File: src/rtl/ll_fifo_pkg.sv
// ll_fifo_pkg
//   Shared definitions for the LocalLink <-> FIFO36 adapters:
//   - bit positions of the sideband fields inside a 36-bit FIFO word
//   - occupancy (occ) encoding of the last word of a frame
//   - packer FSM state encoding
//   - occ_from_bytes(): maps a valid-byte count (1..4) to the occ field
package ll_fifo_pkg;

    // f36 word layout: [31:0] data (first byte in [31:24]), [32] sof, [33] eof, [35:34] occ
    localparam int F36_SOF    = 32;
    localparam int F36_EOF    = 33;
    localparam int F36_OCC_HI = 35;
    localparam int F36_OCC_LO = 34;

    // occ encoding: 0 means the whole word is valid, otherwise the count of valid bytes
    localparam logic [1:0] OCC_FULL  = 2'd0;
    localparam logic [1:0] OCC_BYTE1 = 2'd1;
    localparam logic [1:0] OCC_BYTE2 = 2'd2;
    localparam logic [1:0] OCC_BYTE3 = 2'd3;

    typedef enum logic [1:0] {
        IDLE = 2'd0,
        PACK = 2'd1,
        DROP = 2'd2
    } ll_state_e;

    function automatic logic [1:0] occ_from_bytes(input logic [2:0] n_bytes);
        logic [1:0] occ;
        case (n_bytes)
            3'd1:    occ = OCC_BYTE1;
            3'd2:    occ = OCC_BYTE2;
            3'd3:    occ = OCC_BYTE3;
            default: occ = OCC_FULL;
        endcase
        return occ;
    endfunction

endpackage

File: src/rtl/f36_out_reg.sv
// f36_out_reg
//   Single-entry output register for a 36-bit FIFO stream. A word is loaded
//   when load is high and stays presented until the downstream handshake.
//   can_load tells the producer that a load this cycle will not overwrite an
//   unsent word (register empty, or draining in this same cycle).
// Ports
//   clk, reset       clock, synchronous active-high reset (flushes the entry)
//   load, load_data  write strobe and word to store
//   can_load         high when a load this cycle is safe
//   f36_data         presented word (zero while empty after reset)
//   f36_src_rdy_o    word valid
//   f36_dst_rdy_i    downstream accepts the word
module f36_out_reg (
    input  logic        clk,
    input  logic        reset,
    input  logic        load,
    input  logic [35:0] load_data,
    output logic        can_load,
    output logic [35:0] f36_data,
    output logic        f36_src_rdy_o,
    input  logic        f36_dst_rdy_i
);

    logic        valid_q, valid_d;
    logic [35:0] data_q,  data_d;

    // NOTE: every signal written in always_comb gets a default first, so no
    // path leaves it unassigned and no latch is inferred.
    always_comb begin
        valid_d = valid_q & ~f36_dst_rdy_i;
        data_d  = data_q;
        if (load) begin
            valid_d = 1'b1;
            data_d  = load_data;
        end
    end

    // NOTE: sequential state uses non-blocking assignments so every flop
    // samples the pre-edge values, independent of statement order.
    always_ff @(posedge clk) begin
        if (reset) begin
            valid_q <= 1'b0;
            data_q  <= '0;
        end else begin
            valid_q <= valid_d;
            data_q  <= data_d;
        end
    end

    assign can_load      = ~valid_q | f36_dst_rdy_i;
    assign f36_data      = data_q;
    assign f36_src_rdy_o = valid_q;

endmodule

File: src/rtl/ll_to_fifo36_packer.sv
// ll_to_fifo36_packer
//   Packs a LocalLink stream of LLW-bit beats (8 or 16) into 36-bit FIFO words.
//   Reports per-frame byte length and error status, counts bad frames and
//   discards beats that arrive outside a frame.
// Ports
//   clk, reset, clear     clock, sync active-high reset, sync flush (keeps err_cnt)
//   ll_data .. ll_src_rdy LocalLink input beat and sideband
//   ll_dst_rdy            beat accepted when ll_src_rdy & ll_dst_rdy
//   f36_data, f36_src_rdy_o, f36_dst_rdy_i   36-bit FIFO output handshake
//   frame_done            one-cycle pulse after an eof beat is accepted
//   frame_len, frame_err  result of the completed frame, held to the next frame_done
//   err_cnt               number of frames reported with frame_err (wraps)
module ll_to_fifo36_packer
    import ll_fifo_pkg::*;
#(
    parameter int LLW  = 8,
    parameter int LENW = 16
) (
    input  logic            clk,
    input  logic            reset,
    input  logic            clear,
    input  logic [LLW-1:0]  ll_data,
    input  logic            ll_sof,
    input  logic            ll_eof,
    input  logic            ll_half,
    input  logic            ll_error,
    input  logic            ll_src_rdy,
    output logic            ll_dst_rdy,
    output logic [35:0]     f36_data,
    output logic            f36_src_rdy_o,
    input  logic            f36_dst_rdy_i,
    output logic            frame_done,
    output logic [LENW-1:0] frame_len,
    output logic            frame_err,
    output logic [15:0]     err_cnt
);

    if (LLW != 8 && LLW != 16) begin : g_bad_llw
        $error("ll_to_fifo36_packer: LLW must be 8 or 16");
    end

    localparam int LANES = 32 / LLW;
    localparam int BPB   = LLW / 8;     // bytes per full beat

    logic flush;
    assign flush = reset | clear;

    ll_state_e       state_q, state_d;
    logic [31:0]     acc_q, acc_d;       // partial word, unfilled lanes are zero
    logic [1:0]      lane_q, lane_d;     // next lane to fill, 0 = MSB lane
    logic            first_q, first_d;   // next closed word is the frame's first
    logic [LENW-1:0] len_q, len_d;       // bytes so far in the current frame
    logic            err_q, err_d;       // current frame already marked bad
    logic            frame_done_q, frame_done_d;
    logic [LENW-1:0] frame_len_q, frame_len_d;
    logic            frame_err_q, frame_err_d;
    logic [15:0]     err_cnt_q, err_cnt_d;

    logic            pack_beat;
    logic            closing;
    logic            accept;
    logic            half_beat;
    logic [2:0]      beat_bytes;
    logic [31:0]     beat_word;
    logic [31:0]     merged;
    logic [2:0]      word_bytes;
    logic            first_word;
    logic [LENW-1:0] len_base;
    logic [LENW:0]   len_sum;
    logic [LENW-1:0] len_next;
    logic            err_now;
    logic            load;
    logic [35:0]     load_data;
    logic            can_load;

    always_comb begin
        // A beat is packed when it opens a frame from IDLE or arrives mid-frame.
        pack_beat  = (state_q == IDLE && ll_sof) || (state_q == PACK);
        closing    = ll_src_rdy & pack_beat & (ll_eof | (lane_q == 2'(LANES - 1)));
        // Only a word-closing beat needs room in the output register.
        ll_dst_rdy = ~flush & (~closing | can_load);
        accept     = ll_src_rdy & ll_dst_rdy;

        half_beat  = (LLW == 16) && ll_eof && ll_half;
        beat_bytes = half_beat ? 3'd1 : 3'(BPB);

        // Left-align the beat, blank the unused byte of a half beat, then
        // shift it down to its lane.
        beat_word = {ll_data, {(32 - LLW){1'b0}}};
        if (half_beat) begin
            beat_word[23:0] = '0;
        end
        merged     = acc_q | (beat_word >> (LLW * int'(lane_q)));
        word_bytes = 3'(BPB * int'(lane_q) + int'(beat_bytes));
        first_word = (state_q == IDLE) | first_q;

        len_base = (state_q == IDLE) ? '0 : len_q;
        len_sum  = {1'b0, len_base} + (LENW + 1)'(beat_bytes);
        len_next = len_sum[LENW] ? '1 : len_sum[LENW-1:0];

        // A sof inside a frame is packed as data but marks the frame bad.
        err_now = ((state_q == PACK) & err_q) | ll_error | ((state_q == PACK) & ll_sof);

        load      = accept & closing;
        load_data = {4'b0, merged};
        load_data[F36_SOF]               = first_word;
        load_data[F36_EOF]               = ll_eof;
        load_data[F36_OCC_HI:F36_OCC_LO] = occ_from_bytes(word_bytes);
    end

    always_comb begin
        state_d      = state_q;
        acc_d        = acc_q;
        lane_d       = lane_q;
        first_d      = first_q;
        len_d        = len_q;
        err_d        = err_q;
        frame_done_d = 1'b0;
        frame_len_d  = frame_len_q;
        frame_err_d  = frame_err_q;

        if (accept) begin
            if (pack_beat) begin
                if (closing) begin
                    acc_d   = '0;
                    lane_d  = '0;
                    first_d = 1'b0;
                end else begin
                    acc_d   = merged;
                    lane_d  = lane_q + 2'd1;
                    first_d = first_word;
                end
                len_d = len_next;
                err_d = err_now;
            end

            case (state_q)
                IDLE: begin
                    if (ll_sof) begin
                        if (ll_eof) begin
                            frame_done_d = 1'b1;
                            frame_len_d  = len_next;
                            frame_err_d  = err_now;
                        end else begin
                            state_d = PACK;
                        end
                    end else if (ll_eof) begin
                        // Single orphan beat: report a bad empty frame.
                        frame_done_d = 1'b1;
                        frame_len_d  = '0;
                        frame_err_d  = 1'b1;
                    end else begin
                        state_d = DROP;
                    end
                end
                PACK: begin
                    if (ll_eof) begin
                        state_d      = IDLE;
                        frame_done_d = 1'b1;
                        frame_len_d  = len_next;
                        frame_err_d  = err_now;
                    end
                end
                DROP: begin
                    if (ll_eof) begin
                        state_d      = IDLE;
                        frame_done_d = 1'b1;
                        frame_len_d  = '0;
                        frame_err_d  = 1'b1;
                    end
                end
                default: state_d = IDLE;
            endcase
        end

        err_cnt_d = err_cnt_q;
        if (frame_done_d && frame_err_d) begin
            err_cnt_d = err_cnt_q + 16'd1;
        end
    end

    always_ff @(posedge clk) begin
        if (flush) begin
            state_q      <= IDLE;
            acc_q        <= '0;
            lane_q       <= '0;
            first_q      <= 1'b1;
            len_q        <= '0;
            err_q        <= 1'b0;
            frame_done_q <= 1'b0;
            frame_len_q  <= '0;
            frame_err_q  <= 1'b0;
        end else begin
            state_q      <= state_d;
            acc_q        <= acc_d;
            lane_q       <= lane_d;
            first_q      <= first_d;
            len_q        <= len_d;
            err_q        <= err_d;
            frame_done_q <= frame_done_d;
            frame_len_q  <= frame_len_d;
            frame_err_q  <= frame_err_d;
        end
    end

    // The bad-frame count survives clear; only reset zeroes it.
    always_ff @(posedge clk) begin
        if (reset) begin
            err_cnt_q <= '0;
        end else if (!clear) begin
            err_cnt_q <= err_cnt_d;
        end
    end

    f36_out_reg u_out_reg (
        .clk           (clk),
        .reset         (flush),
        .load          (load),
        .load_data     (load_data),
        .can_load      (can_load),
        .f36_data      (f36_data),
        .f36_src_rdy_o (f36_src_rdy_o),
        .f36_dst_rdy_i (f36_dst_rdy_i)
    );

    assign frame_done = frame_done_q;
    assign frame_len  = frame_len_q;
    assign frame_err  = frame_err_q;
    assign err_cnt    = err_cnt_q;

endmodule
File: config.mk
export PLATFORM = sky130hd
export DESIGN_NAME = ll_to_fifo36_packer
export DESIGN_NICKNAME = d
export VERILOG_FILES = /design/src/rtl/ll_fifo_pkg.sv /design/src/rtl/f36_out_reg.sv /design/src/rtl/ll_to_fifo36_packer.sv
export SDC_FILE = /design/constraint.sdc
export NUM_CORES = 1
export LEC_CHECK = 0
export CORE_ASPECT_RATIO = 1.4
export CORE_MARGIN = 3
export CORE_UTILIZATION = 53
export DETAILED_ROUTE_END_ITERATION = 8
export GPL_ROUTABILITY_DRIVEN = 0
export PLACE_DENSITY = 0.86
export REMOVE_ABC_BUFFERS = 1
export SYNTH_ARGS = -nofsm -noshare
export SYNTH_HDL_FRONTEND = slang
export SYNTH_SLANG_ARGS = --single-unit
File: constraint.sdc
create_clock -name clk -period 3.7 [get_ports clk]
set_clock_uncertainty 0.1 [all_clocks]
set_input_delay 1.11 -clock clk [delete_from_list [all_inputs] [get_ports clk]]
set_output_delay 1.11 -clock clk [all_outputs]
set_load 0.02 [all_outputs]
==> run metrics, run 1 <==
Max clock buf depth=2; synthesized flop and latch total=125; H-tree Lvls=4; Critical Path Fanout Max=2; vias in the first global route=5030; Die Wd=91.4 um; setup ws final=0.130 ns; critical path class=input port to primary output; CP endpoint kind=primary output; fin crit period=3.57 ns; share of cells above drive strength 1=9.60%; Yosys warnings=0; GRT overflow=0; I/O Buffers=87; final hold violations=0; VDD IR max=0.000371 V; Slew Viols, Final=0; Initial DRC Count=394; first-pass GRT wire length=23.8 mm; DR WL/cell=16.6 um; nets=742; # diodes=0; fin crit share=96.5%; Slew @ Worst Pin=1.25 ns; RSZ-0062 raised after global routing=no; Final Setup Violations=0; CTS buffer count=17; ANT nets after route=0; Yosys cell types=55; Post-synth EDFFs=0; TritonCTS clock tree=yes; max_slew headroom=16.9%; Worst-Skew Late Latency=0.41 ns; Synth Flop Type=dfxtp_1; Starting Density=54.4%; CTS Root Cell=clkbuf_16; Async SR Flop Fraction=0%; WL final=14.3 mm; pwr/cell area=447 mW/mm^2; Syn-to-layout area delta=29.6%; pre-CTS WS=-0.153 ns; first-pass detailed-route iteration total=7; status=finished, final reports clean; Clock transition at path regs=0.06 ns; final core utilization=70.4%; Syn Area/Cell=8.55 um^2; Critical Path Start Type=input port; worst path arrival time=2.36 ns; commonest non-fill, non-tap cell in the layout=dfxtp_1; Leak=2.40 nW; standard-cell rows=43; post-synthesis sequential area ratio=46.3%; Top-Level Pins=89; Max Fclk=280 MHz; Gate Count Post-Synth=633; global-route usage over all layers=25.3%; largest net degree at the start of global routing=73; die outline area=0.0115 mm^2; commonest cells after routing, fill and taps aside=dfxtp_1, nor2_1, a21oi_1, clkdlybuf4s50_1, a211oi_1; area of the core=0.00995 mm^2; DP HPWL=9.55 mm; initial antenna violation count=0; Max-Cap Viols=0; Data required, critical path=2.49 ns; via density per instance=5.92; Hold Path Class=flip-flop to flip-flop; TritonCTS sink count=125; residual DRC count=0; vias=5117; DIE HEIGHT=126 um; Mapped Area=0.00541 mm^2
state kept, by name, indices dropped and copies added, names as in the netlist:
signal                   count
len_q                       16
state_q                      2
u_out_reg.f36_src_rdy_o      1
acc_q                       32
u_out_reg.f36_data          36
first_q                      1
err_cnt                     16
lane_q                       2
frame_err                    1
frame_done                   1
err_q                        1
frame_len                   16
per-stage QoR:
stage	hold slack, ns	area (um^2)	total power, mW	std cells	TNS (ns)
2_1_floorplan	0.324	5230	1.47	590	-11.48
3_3_place_gp	0.333	6440	1.55	832	-0.154
3_5_place_dp	0.341	6440	1.55	832	-0.153
4_1_cts	0.355	7010	3.15	864	0
5_1_grt	0.377	7010	3.21	864	0
6_report	0.349	7010	3.14	864	0
synth_stat cells, types with 5 or more instances:
cell type | number | area, um^2
o21ai_0 | 18 | 90.1
a22o_1 | 8 | 70.1
a211oi_1 | 37 | 278
nor4_1 | 16 | 100
nand2_1 | 28 | 105
nor3_1 | 12 | 60.1
nor2b_1 | 10 | 62.6
dfxtp_1 | 125 | 2500
ha_1 | 9 | 113
nand2b_1 | 5 | 31.3
buf_1 | 9 | 33.8
clkbuf_1 | 24 | 90.1
buf_2 | 9 | 45.0
a21o_1 | 6 | 45.0
a31oi_1 | 8 | 50.1
a21oi_1 | 87 | 435
or2_2 | 5 | 31.3
nand3_1 | 12 | 60.1
inv_1 | 12 | 45.0
and3_1 | 6 | 37.5
nor2_1 | 107 | 402
xnor2_1 | 21 | 184
worst max-delay path, stage by stage:
cell and delay (ns):
clkdlybuf4s50_1 0.41, or2_2 0.35, a31oi_1 0.14, dlygate4sd2_1 0.35
final timing paths:
check,end,slack [ns],depth (start not counted),startpoint
max,ll_dst_rdy,0.13,4,reset
min,frame_len[2]$_SDFFE_PP0P_,0.35,1,frame_len[2]$_SDFFE_PP0P_
max reg2reg,len_q[4]$_SDFFE_PP0P_,0.78,9,state_q[0]$_SDFFE_PP0P_
min reg2reg,frame_len[2]$_SDFFE_PP0P_,0.35,1,frame_len[2]$_SDFFE_PP0P_
routing by layer:
layer | share of wire, % | global-route usage [%] | up-vias
li1 | - | - | 2429
met1 | 40 | 29.9 | 2388
met2 | 49 | 42.0 | 261
met3 | 7.9 | 5.66 | 39
met4 | 3.6 | 14.4 | 0
met5 | 0 | 0 | -
power by group:
part | total [mW] | switching (mW) | internal [mW]
clock network | 1.61 | 0.667 | 0.946
logic | 0.161 | 0.101 | 0.0606
registers | 1.36 | 0.00806 | 1.35
kinds of logic (layout without fill, tap and decap cells):
family	after synthesis	count (layout)	synth area share, %
simple gates	228	228	20.8
flops	125	125	46.3
buf+inv	55	151	4.16
fa+ha+maj	9	9	2.08
compound gates	190	190	22.4
xor+xnor	22	22	3.56
mux	4	4	0.740
what timing repair did:
item / 4_1_cts / 5_1_grt
endpoints found under the setup margin: 1 / 0
hold buffers: 0 / 0
resized for setup: 1 / 0
buffers inserted: 0 / 0
cell type report:
class | count | area, um^2
Clock inverter | 15 | 151
Fill cell | 719 | 2940
Multi-Input combinational cell | 453 | 2690
Clock buffer | 17 | 425
Inverter | 12 | 45.0
Timing Repair Buffer | 107 | 1030
Sequential cell | 125 | 2500
Tap cell | 135 | 169
No activity file was read; power rests on OpenSTA's default activity.
==> inputs of run 2 (changes only) <==
Settings changed: CORE_UTILIZATION 53 to 40, PLACE_DENSITY 0.86 to 0.7, SLEW_MARGIN set to 20, TNS_END_PERCENT set to 10.
==> run 2 against run 1 <==
Effect of this change:
- clock power about the same
- sequential share of layout area down 0.34 points
- critical path depth unchanged
- cell count up 5.2%
- count of clock-buffer cells in the layout up 2
- power down 0.77%
- sequential cell count unchanged
- first-iteration DRC count down 36%
- final area up 0.96%
- maximum frequency up 0.50%
- largest cell class unchanged
==> run metrics, run 2 (synthesis results as in run 1) <==
r2r endpoint=len_q[4]$_SDFFE_PP0P_; DP HPWL=9.75 mm; Critical Path Fanout Max=2; fin crit period=3.55 ns; Die Wd=104 um; fill cell count=1212; Max-Cap Viols=0; Worst-Skew Late Latency=0.40 ns; P_sw=738 uW; worst path arrival time=2.34 ns; Data required, critical path=2.49 ns; largest net degree at the start of global routing=73; number of flip-flops in the largest register=36; Critical Path Start Type=input port; RSZ-0062 raised after global routing=no; Top-Level Pins=89; initial antenna violation count=0; Syn-to-layout area delta=30.9%; area of the multi-input gates=0.00269 mm^2; cell family with most CP delay=buffers and inverters; status=finished, final reports clean; vias=4910; setup ws final=0.147 ns; CP endpoint kind=primary output; TritonCTS clock tree=yes; GRT overflow=0; max_slew headroom=53.2%; CTS Root Cell=clkbuf_16; die outline area=0.0150 mm^2; sequential share of power=43.8%; hold path depth=1; standard-cell rows=49; hold path endpoint=frame_len[0]$_SDFFE_PP0P_; CTS buffer count=17; FF+latch area=0.00250 mm^2; Critical R2R Launch=state_q[1]$_SDFFE_PP0P_; WL final=13.8 mm; share of cells above drive strength 1=9.71%; via density per instance=5.40; Clock transition at path regs=0.05 ns; r2r setup slk=0.67 ns; clock power share=51.1%; Post-CTS Setup Bufs=0; Initial DRC Count=252; Starting Density=41.4%; first-pass GRT wire length=22.8 mm; TritonCTS sink count=125; critical path class=input port to primary output; CP max stage cell=clkdlybuf4s50_1; pwr/cell area=440 mW/mm^2; Comb power frac=5.2%; Post-Place Cell Area=0.00650 mm^2; final hold violations=0; hold slack=0.347 ns; global-route usage over all layers=18.5%; cell internal pwr=2.38 mW; Slew @ Worst Pin=0.696 ns; Sw Ratio=23.7%; critical path, cell by cell=clkdlybuf4s50_1 -> or2_2 -> a31oi_1 -> dlygate4sd2_1; Worst Min Path Start=frame_len[0]$_SDFFE_PP0P_; Max clock buf depth=2; DR WL/cell=15.2 um; ANT nets after route=0; # diodes=0; Buf/Inv on CP=2; residual DRC count=0; commonest non-fill, non-tap cell in the layout=dfxtp_1; pre-CTS WS=-0.140 ns; CP max stage delay=0.42 ns; worst r2r path cells=10; first-pass detailed-route iteration total=4; Max Fclk=281 MHz; I/O Buffers=87; Final Setup Violations=0; commonest cells after routing, fill and taps aside=dfxtp_1, nor2_1, a21oi_1, clkdlybuf4s50_1, a211oi_1; Slew Viols, Final=0; vias in the first global route=4857; area of the core=0.0131 mm^2; VDD IR max=0.000272 V; fin crit share=96.0%; nets=744; post-route design area=0.00708 mm^2; H-tree Lvls=4; Hold Path Class=flip-flop to flip-flop; Leak=2.40 nW; DIE HEIGHT=144 um
-- run 2: worst register-to-register path: stages (launching register included) --
cell	delay, ns
dfxtp_1	0.40
inv_1	0.09
ha_1	0.22
buf_4	0.25
nor2b_1	0.27
ha_1	0.31
and3_1	0.33
nand2b_1	0.12
nor2_1	0.49
nor2_1	0.15
a211oi_1	0.23
-- run 2: final cells by class --
cell class                 count  share of cell area (%)
multi-input combinational    453                    37.9
tap                          178                    3.15
inverter                      12                   0.636
timing repair buffer         109                    14.8
sequential                   125                    35.3
clock inverter                13                    1.87
clock buffer                  19                    6.26
-- run 2: metrics by stage --
step | utilization (%) | TNS, ns | power [mW] | std cells
after detailed placement | 49.8 | -0.140 | 1.55 | 877
final | 54.2 | 0 | 3.11 | 909
after global routing | 54.2 | 0 | 3.22 | 909
after CTS | 54.2 | 0 | 3.15 | 909
after floorplan | - | -11.48 | 1.47 | 590
after global placement | 49.8 | -0.135 | 1.55 | 877
-- run 2: power groups by stage --
stage | logic, mW | clock network [mW] | registers, mW
2_1_floorplan | 0.0726 | 0 | 1.40
3_3_place_gp | 0.157 | 0 | 1.39
3_5_place_dp | 0.160 | 0 | 1.39
4_1_cts | 0.161 | 1.63 | 1.36
5_1_grt | 0.174 | 1.68 | 1.36
6_report | 0.161 | 1.59 | 1.36
-- run 2: repair_timing --
| action | CTS | global route |
|---|---|---|
| hold buffers | 0 | 0 |
| endpoints found under the setup margin | 1 | 0 |
| resized for setup | 1 | 0 |
-- run 2: worst max path at each step --
| stage | startpoint | to | slack [ns] | depth (start not counted) |
|---|---|---|---|---|
| after floorplan | reset | u_out_reg.f36_data[33]$_SDFFE_PP0P_ | -0.41 | 5 |
| after global placement | reset | ll_dst_rdy | -0.14 | 4 |
| after detailed placement | reset | ll_dst_rdy | -0.14 | 4 |
| after CTS | reset | ll_dst_rdy | 0.14 | 4 |
| after global routing | reset | ll_dst_rdy | 0.09 | 4 |
| final | reset | ll_dst_rdy | 0.15 | 4 |
-- run 2: routing by layer --
| metal | wire (um) | GRT usage, % |
|---|---|---|
| met1 | 5840 | 20.2 |
| met2 | 7100 | 34.1 |
| met3 | 521 | 4.13 |
| met4 | 351 | 8.89 |
| met5 | 0 | 0 |
